### config.mk
export PLATFORM = sky130hd
export DESIGN_NAME = mul_addsub_pipe
export DESIGN_NICKNAME = d
export VERILOG_FILES = /design/src/rtl/arith_pkg.sv /design/src/rtl/addsub_sat.sv /design/src/rtl/mul_addsub_pipe.sv
export SDC_FILE = /design/constraint.sdc
export NUM_CORES = 1
export LEC_CHECK = 0
export CORE_MARGIN = 2
export CORE_UTILIZATION = 53
export CTS_BUF_LIST = sky130_fd_sc_hd__clkbuf_16
export CTS_CLUSTER_SIZE = 40
export DETAILED_ROUTE_END_ITERATION = 10
export GPL_TIMING_DRIVEN = 0
export PLACE_DENSITY = 0.8
export SKIP_CTS_REPAIR_TIMING = 1
export SLEW_MARGIN = 20
export SYNTH_ARGS = -nofsm -noshare
export SYNTH_HDL_FRONTEND = slang
export SYNTH_SLANG_ARGS = --single-unit
### constraint.sdc
create_clock -name clk -period 4.74 [get_ports clk]
set_input_delay 0.474 -clock clk [delete_from_list [all_inputs] [get_ports clk]]
set_output_delay 0.474 -clock clk [all_outputs]
set_load 0.05 [all_outputs]
### src/rtl/arith_pkg.sv
// ============================================================================
// | Package     : arith_pkg                                                  |
// | Description : Shared add/sub opcodes and saturation bound helpers for    |
// |               the multiply-add/subtract pipeline.                        |
// | Revision    : 1.0 - initial release                                      |
// ============================================================================
`default_nettype none

package arith_pkg;

  // Operation select carried on add_sub
  localparam logic OP_ADD = 1'b0;
  localparam logic OP_SUB = 1'b1;

  // Largest positive w-bit two's-complement value, zero-extended to 64 bits
  function automatic logic [63:0] sat_max(input int w);
    return (64'd1 << (w - 1)) - 64'd1;
  endfunction

  // Most negative w-bit two's-complement value; only the low w bits are meaningful
  function automatic logic [63:0] sat_min(input int w);
    return ~sat_max(w);
  endfunction

endpackage

`default_nettype wire

### src/rtl/addsub_sat.sv
// ============================================================================
// | Module      : addsub_sat                                                 |
// | Description : Second-stage combinational add/subtract of a sign-extended |
// |               product and an addend, with overflow detection. When       |
// |               MUL_ADDSUB_SAT_EN is defined the result clamps to the      |
// |               signed range on overflow, otherwise it wraps.              |
// | Revision    : 1.0 - initial release                                      |
// ============================================================================
`default_nettype none

module addsub_sat
  import arith_pkg::*;
#(
  parameter int PROD_WIDTH = 16,
  parameter int ACC_WIDTH  = 20
) (
  input  logic [PROD_WIDTH-1:0] i_prod,
  input  logic [ACC_WIDTH-1:0]  i_addend,
  input  logic                  i_sub,
  output logic [ACC_WIDTH-1:0]  o_sum,
  output logic                  o_ovf
);

  // One extra bit so the true sum is always representable
  localparam int SUM_WIDTH = ACC_WIDTH + 1;

  logic [SUM_WIDTH-1:0] w_prod_ext;
  logic [SUM_WIDTH-1:0] w_add_ext;
  logic [SUM_WIDTH-1:0] w_sum_full;
  logic                 w_ovf;

  assign w_prod_ext = {{(SUM_WIDTH-PROD_WIDTH){i_prod[PROD_WIDTH-1]}}, i_prod};
  assign w_add_ext  = {i_addend[ACC_WIDTH-1], i_addend};
  assign w_sum_full = (i_sub == OP_SUB) ? (w_prod_ext - w_add_ext)
                                        : (w_prod_ext + w_add_ext);

  // Top two bits disagree exactly when the sum leaves the ACC_WIDTH range
  assign w_ovf = w_sum_full[SUM_WIDTH-1] ^ w_sum_full[SUM_WIDTH-2];
  assign o_ovf = w_ovf;

`ifdef MUL_ADDSUB_SAT_EN
  localparam logic [63:0]          c_sat_max_full = sat_max(ACC_WIDTH);
  localparam logic [63:0]          c_sat_min_full = sat_min(ACC_WIDTH);
  localparam logic [ACC_WIDTH-1:0] c_sat_max      = c_sat_max_full[ACC_WIDTH-1:0];
  localparam logic [ACC_WIDTH-1:0] c_sat_min      = c_sat_min_full[ACC_WIDTH-1:0];

  // Clamp toward the sign of the true (wide) sum on overflow
  always_comb begin
    o_sum = w_sum_full[ACC_WIDTH-1:0];
    if (w_ovf) begin
      o_sum = w_sum_full[SUM_WIDTH-1] ? c_sat_min : c_sat_max;
    end
  end
`else
  // Two's-complement wrap: simply drop the extra top bit
  assign o_sum = w_sum_full[ACC_WIDTH-1:0];
`endif

endmodule

`default_nettype wire

### src/rtl/mul_addsub_pipe.sv
// ============================================================================
// | Module      : mul_addsub_pipe                                            |
// | Description : Two-stage pipelined signed multiply then add/subtract.     |
// |               S1 registers the product, S2 adds/subtracts in3 or the     |
// |               internal accumulator. Valid/ready on both sides with a     |
// |               combinational ready chain for full throughput.             |
// |               Config macro: MUL_ADDSUB_SAT_EN (clamp instead of wrap).   |
// | Revision    : 1.0 - initial release                                      |
// ============================================================================
`default_nettype none

module mul_addsub_pipe
  import arith_pkg::*;
#(
  parameter int IN_WIDTH    = 8,
  parameter int GUARD       = 4,
  parameter int COUNT_WIDTH = 16
) (
  input  logic                          clk,
  input  logic                          rst_n,
  input  logic                          in_valid,
  output logic                          in_ready,
  input  logic [IN_WIDTH-1:0]           in1,
  input  logic [IN_WIDTH-1:0]           in2,
  input  logic [2*IN_WIDTH+GUARD-1:0]   in3,
  input  logic                          add_sub,
  input  logic                          acc_en,
  input  logic                          acc_clr,
  output logic                          out_valid,
  input  logic                          out_ready,
  output logic [2*IN_WIDTH+GUARD-1:0]   out,
  output logic                          out_ovf,
  output logic                          done,
  output logic [COUNT_WIDTH-1:0]        op_count
);

  localparam int PROD_WIDTH = 2 * IN_WIDTH;
  localparam int ACC_WIDTH  = 2 * IN_WIDTH + GUARD;

  // Stage 1 registers
  logic                  r_s1_v;
  logic [PROD_WIDTH-1:0] r_s1_prod;
  logic                  r_s1_sub;
  logic                  r_s1_acc_en;
  logic                  r_s1_acc_clr;
  logic [ACC_WIDTH-1:0]  r_s1_in3;

  // Stage 2 / output registers
  logic                   r_s2_v;
  logic [ACC_WIDTH-1:0]   r_out;
  logic                   r_ovf;
  logic [ACC_WIDTH-1:0]   r_acc;
  logic [COUNT_WIDTH-1:0] r_count;

  logic                        w_s2_rdy;
  logic                        w_s1_rdy;
  logic                        w_accept;
  logic                        w_s2_load;
  logic                        w_done;
  logic signed [PROD_WIDTH-1:0] w_prod;
  logic [ACC_WIDTH-1:0]        w_addend;
  logic [ACC_WIDTH-1:0]        w_sum;
  logic                        w_ovf;

  // Ready chain: a stage can take new data if it is empty or draining this cycle
  assign w_s2_rdy  = !r_s2_v || out_ready;
  assign w_s1_rdy  = !r_s1_v || w_s2_rdy;
  assign in_ready  = rst_n && w_s1_rdy;
  assign w_accept  = in_valid && in_ready;
  assign w_s2_load = r_s1_v && w_s2_rdy;
  assign w_done    = r_s2_v && out_ready;

  // Full-precision signed product; -2^(N-1) squared still fits in 2N bits
  assign w_prod = $signed(in1) * $signed(in2);

  // Accumulator is read at the moment the op moves into S2, so chained acc ops need no bubble
  assign w_addend = r_s1_acc_en ? (r_s1_acc_clr ? '0 : r_acc) : r_s1_in3;

  addsub_sat #(
    .PROD_WIDTH (PROD_WIDTH),
    .ACC_WIDTH  (ACC_WIDTH)
  ) u_addsub_sat (
    .i_prod   (r_s1_prod),
    .i_addend (w_addend),
    .i_sub    (r_s1_sub),
    .o_sum    (w_sum),
    .o_ovf    (w_ovf)
  );

  // Stage 1: capture product and control whenever S1 is free to advance
  always_ff @(posedge clk or negedge rst_n) begin
    if (!rst_n) begin
      r_s1_v       <= 1'b0;
      r_s1_prod    <= '0;
      r_s1_sub     <= OP_ADD;
      r_s1_acc_en  <= 1'b0;
      r_s1_acc_clr <= 1'b0;
      r_s1_in3     <= '0;
    end else if (w_s1_rdy) begin
      r_s1_v <= w_accept;
      if (w_accept) begin
        r_s1_prod    <= w_prod;
        r_s1_sub     <= add_sub;
        r_s1_acc_en  <= acc_en;
        r_s1_acc_clr <= acc_clr;
        r_s1_in3     <= in3;
      end
    end
  end

  // Stage 2: register result and overflow flag; hold them while stalled
  always_ff @(posedge clk or negedge rst_n) begin
    if (!rst_n) begin
      r_s2_v <= 1'b0;
      r_out  <= '0;
      r_ovf  <= 1'b0;
    end else if (w_s2_rdy) begin
      r_s2_v <= r_s1_v;
      if (r_s1_v) begin
        r_out <= w_sum;
        r_ovf <= w_ovf;
      end
    end
  end

  // Accumulator write-back only for acc ops entering S2
  always_ff @(posedge clk or negedge rst_n) begin
    if (!rst_n) begin
      r_acc <= '0;
    end else if (w_s2_load && r_s1_acc_en) begin
      r_acc <= w_sum;
    end
  end

  // Count consumed results, wrapping naturally at the counter width
  always_ff @(posedge clk or negedge rst_n) begin
    if (!rst_n) begin
      r_count <= '0;
    end else if (w_done) begin
      r_count <= r_count + COUNT_WIDTH'(1);
    end
  end

  assign out_valid = r_s2_v;
  assign out       = r_out;
  assign out_ovf   = r_ovf;
  assign done      = w_done;
  assign op_count  = r_count;

endmodule

`default_nettype wire

Word-level counts from Yosys, hierarchy flattened. Index checks and enable logic that the tools add are counted.

Reduce and logical (&&, ||, !) cells: 11. Multiply operators: 1. Muxes and demuxes: 3. $add $sub $neg: 3. Bitwise logic cells: 1.

Operators by type and width (number): $mux 20 (2); $add 16x20->21 (1); $mux 21 (1); $sub 16x20->21 (1); $add 16x1->16 const B (1); $mul 8x8->16 (1); $logic_and 1x1->1 (5); $reduce_and 2->1 (2); $logic_not 1->1 (2); $logic_or 1x1->1 (2); $xor 1x1->1 (1).

Flip-flop bits (word level): 98. Input bits: 43. Output and inout port bits: 40.

Depth between registers and ports, before layout. Gate-level depths: netlist (run 1).

Word-level depth: 6. Mapped depth: 20.

By module. A second synthesis (run 1) with hierarchy kept.

Cell total of the unflattened synthesis: 834. Area, all modules: 7843.8 µm².

By module, submodules not included: mul_addsub_pipe (times used 1, area each 6436.2 µm², cells an instance 636, seq. area each 2452.4 µm²); addsub_sat (times used 1, area each 1407.6 µm², cells an instance 198, seq. area each 0.0 µm²).

Worst setup path before layout (run 1). No wires, ideal clock.

Path type: flip-flop to flip-flop. Start: register r_s1_acc_en. End: register r_ovf, in the netlist out_ovf. Setup slack: -0.020 ns. Arrival: 4.634 ns. Clock period less this slack: 4.760 ns. Data required time: 4.614 ns. Setup time: 0.126 ns. Stages on the path, launching flop included: 19. Cell sequence: dfrtp_1 buf_2 buf_1 clkbuf_1 o21a_1 ha_1 nand3_1 or4_4 nor2_1 a21oi_1 xor2_1 ha_1 a21o_1 a21o_1 a21o_1 or3_1 o22a_1 or4_4 a311o_1.

Longest elaborated chain between the ends: 4.

RTL lines: start, declared (line mul_addsub_pipe.sv:44) `logic r_s1_acc_en;`; start signal, assigned (line mul_addsub_pipe.sv:104) `r_s1_acc_en <= acc_en;`; $mux 20 (*) (line mul_addsub_pipe.sv:77) `assign w_addend = r_s1_acc_en ? (r_s1_acc_clr ? '0 : r_acc) : r_s1_in3;`; $add 16x20->21 / $sub 16x20->21 (equally long branches) (line addsub_sat.sv:35, addsub_sat.sv:34); $mux 21 (*) (line addsub_sat.sv:34) `assign w_sum_full = (i_sub == OP_SUB) ? (w_prod_ext - w_add_ext)`; $xor 1x1->1 (*) (line addsub_sat.sv:38) `assign w_ovf = w_sum_full[SUM_WIDTH-1] ^ w_sum_full[SUM_WIDTH-2];`; end signal, assigned (line mul_addsub_pipe.sv:121) `r_ovf <= w_ovf;`; end, declared (line mul_addsub_pipe.sv:51) `logic r_ovf;`.

Every way passes the cells marked *; elsewhere a longest branch is shown, timed or not. A chain may end at the register's enable or synchronous reset.

Final worst setup path (run 1). Same ends and word-level chain as after synthesis.

==> metrics.yaml, run 1 <==
run_status:
  outcome: "complete, but fails checks"
  violations: "setup timing"
cells_and_area:
  num_antenna_cells: 0
  final_area_um2: 9500
  fill_cells: 1173
  nets: 1086
  final_common_cell: "inv_1"
  syn_to_final_growth_pct: 18.6
  final_cell_mix: "inv_1 (102), dfrtp_1 (97), nand2_1 (67), clkdlybuf4s50_1 (65), fa_1 (55)"
  drive_gt1_frac: 0.104
  fin_cells: 1124
clock_tree:
  numCtsBuffers: 9
  insertion_delay_ns: 0.35
  cts.clk_slew.worst_paths_ns: 0.07
  cts_max_level: 3
  cts_sinks: 98
  root_buffer: "clkbuf_16"
  tritoncts: "built"
  clock_path_buffers: 2
drt:
  wl_per_cell_um: 15.8
  ant_nets: 0
  num_vias: 6152
  postRouteWirelength_um: 17700
  firstDrtPassIters: 5
  avgViaCountPerCell: 5.47
  drc: 0
  drt-initial-drc-count: 390
timing:
  timing.final.ws_setup_ns: -0.0520
  period_minus_slack_ns: 4.79
  rsz0062_at_grt: "true"
  post-route-period-util: 1.01
  fin_skew_ns: 0.00972
  slew_headroom: 0.518
  hold_viol_final: 0
  whs_ns: 0.0326
  worstMarginPinSlew_ns: 0.717
  slew_viol_final: 0
  finalSetupViolations: 1
  fmax_ghz: 0.209
worst_setup_path:
  end_kind: "flop"
  critical_path_class: "flop to flop"
  r2r_cells: 18
  path_max_fanout: 10
  worst_ep_arrival_time_ns: 5.02
  worstPathRequired_ns: 4.97
  startpoint_type: "flop"
floorplanning:
  io-pin-count: 83
  start_util: 0.547
  placeableCoreArea_um2: 14600
  die-area_um2: 16100
  dieHeight_um: 127
  die_w_um: 127
  rows: 44
power_and_ir_drop:
  powerDensity_nw_per_um2: 623
  ir_drop_v: 0.000253
  p_leak_nw: 4.47
synth:
  syn-num-nets: 986
  synth_flop_cell: "dfrtp_1"
  syn_inst: 836
  yosys_register_bits: 98
  yosys_warnings: 0
  syn_area_um2: 8010
  synth_area_leaders: "dfrtp_1 (31%), fa_1 (14%), ha_1 (8.0%)"
  synth.distinct_cells: 56
  ys_seq_area_frac: 0.306
  avgSynthCellArea_um2: 9.58
  async_reset_ff_frac: 1.00
  synth_edf_count: 0
  synth_top_area_frac: 0.306
  synth_area_leader_cell: "dfrtp_1"
global_routing:
  grt_usage: 0.227
  grt_pass1_vias: 6264
  grt_pass1_wl_um: 29500
  antenna_found_initial: 0
  grt-ovfl-total: 0
  grt_max_degree: 56
hold_path:
  min_path_type: "input port to asynchronous set/reset pin"
placed_design:
  placedCellCount: 1103
  io_buffers: 82
  hpwl_um: 14200
  place_area_um2: 9090
  gp_congestion: 0.925
flow_run:
  maxCapViolCount: 0
[power breakdown]
part	leakage, nW	internal, W	total [W]	switching, W
sequential	1.20	0.00113	0.00139	0.000257
clock	0.136	0.000350	0.000663	0.000313
combinational	3.14	0.00163	0.00386	0.00223
[state kept, by name, summed over array words and instances, names as in the netlist]
name and flops:
op_count 16, out 20, out_ovf 1, out_valid 1
r_acc 20, r_s1_acc_clr 1, r_s1_acc_en 1, r_s1_in3 20
r_s1_prod 16, r_s1_sub 1, r_s1_v 1
[cell families after synthesis]
family / Yosys count / share of synthesized area
xor+xnor: 58 / 0.0634
flops: 98 / 0.306
mux: 54 / 0.0753
compound gates: 159 / 0.121
fa+ha+maj: 107 / 0.220
simple gates: 240 / 0.157
buf+inv: 120 / 0.0573
[final timing paths]
check | startpoint | endpoint | slack [ns]
max in group asynchronous | rst_n | r_s1_acc_en | 4.09
min in group clk | out[14] | out[14] | 0.48
hold reg to reg | out[14] | out[14] | 0.48
hold / removal | rst_n | op_count[13] | 0.03
setup / recovery | r_s1_acc_en | out_ovf | -0.05
setup reg to reg | r_s1_acc_en | out_ovf | -0.05
[cell usage after synthesis, types with 3 or more instances]
cell and count:
a211oi_1 7, a21boi_0 3, a21o_1 8, a21oi_1 52
a31oi_1 4, and2_1 48, and2b_1 4, and3_1 4
and4_1 5, buf_1 3, clkbuf_1 15, dfrtp_1 98
fa_1 56, ha_1 51, inv_1 99, mux2_2 50
mux2i_1 4, nand2_1 67, nand2b_1 9, nand3_1 12
nor2_1 42, nor2b_1 21, nor3_1 8, nor3b_1 5
o211ai_1 3, o21a_1 6, o21ai_0 45, o31ai_1 11
or3_1 3, xnor2_1 34, xor2_1 24
[through the flow]
step / total power, W / worst slack (ns) / TNS [ns] / util
CTS: 0.00584 / -0.790 / -2.29 / 0.639
global route: 0.00642 / -0.270 / -0.283 / 0.648
global placement: 0.00507 / -1.11 / -72.55 / 0.619
floorplan: 0.00419 / 0.0591 / 0 / -
detailed placement: 0.00517 / -0.773 / -3.76 / 0.621
finish: 0.00591 / -0.0520 / -0.0520 / 0.648
[worst max-delay path: stages, from the launching register on]
cell     delay (ns)
dfrtp_2        0.40
buf_4          0.19
buf_6          0.17
buf_6          0.16
o21a_1         0.16
ha_2           0.21
nand3_2        0.08
or4_4          0.59
nor2_4         0.11
a21oi_1        0.09
xor2_1         0.22
ha_2           0.32
a21o_1         0.17
a21o_1         0.17
a21o_1         0.19
or3_1          0.31
o22a_1         0.18
or4_4          0.55
a311o_1        0.36
[area by class of cell]
| type | instances | area [um^2] | share of cell area |
|---|---|---|---|
| sequential | 98 | 2450 | 0.258 |
| inverter | 100 | 375 | 0.0395 |
| multi-input combinational | 618 | 5130 | 0.540 |
| tap | 184 | 230 | 0.0242 |
| clock inverter | 6 | 36.3 | 0.00382 |
| timing repair buffer | 89 | 935 | 0.0984 |
| buffer | 20 | 109 | 0.0115 |
| clock buffer | 9 | 225 | 0.0237 |
[routing by layer]
| layer | up-vias | GRT usage | part of all wire |
|---|---|---|---|
| met2 | 133 | 0.405 | 0.52 |
| met4 | 0 | 0.0756 | 0.021 |
| li1 | 2991 | - | - |
| met1 | 2999 | 0.283 | 0.42 |
| met3 | 29 | 0.0304 | 0.037 |
| met5 | - | 0 | 0 |
No activity file was read; power rests on OpenSTA's default activity.
==> run 2, diff against run 1 <==
- HOLD_SLACK_MARGIN: unset -> 0.06
- PLACE_DENSITY: 0.8 -> 0.78
- SETUP_SLACK_MARGIN: unset -> 0.05
==> run 2 against run 1 <==
The flow now finishes without violations. Core utilization up 0.56 points. Critical path type unchanged. Sequential power about the same. Critical path depth up 3. Via count grew 1.5%. First-iteration DRC count rose by 1.0%. Clock-buffer cell count unchanged. Setup slack improved by 0.19 ns. Clock power is 7.8% higher. Sequential cell count unchanged. Global-route usage rose by 0.051 points.
==> metrics.yaml, run 2 (same netlist as run 1, synthesis figures left out) <==
run_status:
  outcome: "complete, no violations"
cells_and_area:
  final_area_um2: 9580
  multi_input_area_um2: 5160
  final_common_cell: "inv_1"
  syn_to_final_growth_pct: 19.6
  nets: 1088
  seqCellArea_um2: 2450
  drive_gt1_frac: 0.113
  num_antenna_cells: 0
  final_cell_mix: "inv_1 (100), dfrtp_1 (96), nand2_1 (67), clkdlybuf4s50_1 (65), fa_1 (56)"
  utilization: 0.654
  fill_cells: 1192
flow_run:
  maxCapViolCount: 0
floorplanning:
  io-pin-count: 83
  dieHeight_um: 127
  die_w_um: 127
  die-area_um2: 16100
  rows: 44
  start_util: 0.547
  placeableCoreArea_um2: 14600
clock_tree:
  root_buffer: "clkbuf_16"
  cts_max_level: 3
  cts_sinks: 98
  cts.clk_slew.worst_paths_ns: 0.07
  tritoncts: "built"
  numCtsBuffers: 9
  insertion_delay_ns: 0.35
  clock_path_buffers: 2
worst_setup_path:
  cp_slowest_cell: "or4_4"
  critPathMaxStageDelay_ns: 0.59
  cpLargestDelayFamily: "simple AND/OR/NAND/NOR gates"
  startpoint_type: "flop"
  worst_ep_arrival_time_ns: 4.89
  timing.critical_path.buf_inv: 3
  regToRegSetupSlack_ns: 0.13
  worstPathRequired_ns: 5.02
  crit_top_cell: "a21o_1"
  end_kind: "flop"
  path_max_fanout: 10
  critical_path_class: "flop to flop"
  crit_chain: "nor2b_4 > buf_8 > buf_8 > nand2_1 > o21a_1 > ha_2 > nand3_2 > or4_4 > nor2_4 > a21oi_2 > xor2_1 > ha_1 > a21o_1 > a21o_1 > a21o_1 > buf_4 > o21a_1 > o22a_1 > or4_4 > a211oi_2 > a311o_1"
global_routing:
  grt-ovfl-total: 0
  grt_pass1_wl_um: 29500
  grt_usage: 0.227
  grt_pass1_vias: 6204
  grt_max_degree: 59
  antenna_found_initial: 0
timing:
  period_minus_slack_ns: 4.61
  post-route-period-util: 0.972
  slew_viol_final: 0
  finalSetupViolations: 0
  fin_skew_ns: 0.00497
  worstMarginPinSlew_ns: 0.728
  slew_headroom: 0.514
  hold_viol_final: 0
  timing.final.ws_setup_ns: 0.134
  rsz0062_at_grt: "true"
  fmax_ghz: 0.217
drt:
  postRouteWirelength_um: 18000
  ant_nets: 0
  avgViaCountPerCell: 5.54
  drc: 0
  firstDrtPassIters: 5
  drt-initial-drc-count: 394
  wl_per_cell_um: 16.0
  num_vias: 6242
power_and_ir_drop:
  p_leak_nw: 4.49
  ir_drop_v: 0.000264
  powerDensity_nw_per_um2: 629
placed_design:
  place_area_um2: 9090
  place_ws_ns: -0.713
  gp_congestion: 0.934
  io_buffers: 82
  hpwl_um: 14100
hold_path:
  min_path_type: "flop to flop"
-- run 2: cell count changes in the layout (fill, tap and decap cells not counted), sizes merged --
| cell | before | now |
|---|---|---|
| clkbuf | 22 | 23 |
| bufinv | 0 | 1 |
| inv | 104 | 102 |
| clkinv | 1 | 2 |
| dlygate4sd3 | 0 | 1 |
-- run 2: layout make-up --
cell class | count | area share
Inverter | 100 | 0.0392
Sequential cell | 98 | 0.256
Clock inverter | 6 | 0.00614
Buffer | 20 | 0.0125
Clock buffer | 9 | 0.0235
Multi-Input combinational cell | 618 | 0.539
Timing Repair Buffer | 91 | 0.0992
Tap cell | 184 | 0.0240
-- run 2: layer usage --
layer | track usage | up-vias | wire [um]
li1 | - | 3008 | -
met1 | 0.283 | 3043 | 7530
met2 | 0.404 | 148 | 9260
met3 | 0.0363 | 43 | 717
met4 | 0.0743 | 0 | 485
met5 | 0 | - | 0
-- run 2: power breakdown --
group,switching [W],internal (W),total (W),leakage [nW]
logic,0.00225,0.00167,0.00391,3.15
registers,0.000261,0.00113,0.00139,1.20
clock network,0.000311,0.000403,0.000715,0.141
-- run 2: worst paths after layout --
| path | cells after the start | endpoint | startpoint |
|---|---|---|---|
| max in group asynchronous | 3 | r_s1_acc_en | rst_n |
| min in group asynchronous | 2 | op_count[8] | rst_n |
| worst max register to register | 21 | out_ovf | r_s1_acc_en |
| worst min register to register | 1 | op_count[15] | op_count[15] |
| worst min-delay path | 1 | op_count[15] | op_count[15] |
| worst max-delay path | 21 | out_ovf | r_s1_acc_en |
-- run 2: through the flow --
step / hold slack, ns / setup TNS (ns) / total power, W / cells
floorplan: 0.178 / 0 / 0.00419 / 836
global placement: 0.460 / -79.87 / 0.00508 / 1102
detailed placement: 0.407 / -3.34 / 0.00515 / 1103
CTS: 0.0401 / -2.35 / 0.00589 / 1118
global route: 0.489 / 0 / 0.00652 / 1126
finish: 0.471 / 0 / 0.00602 / 1126
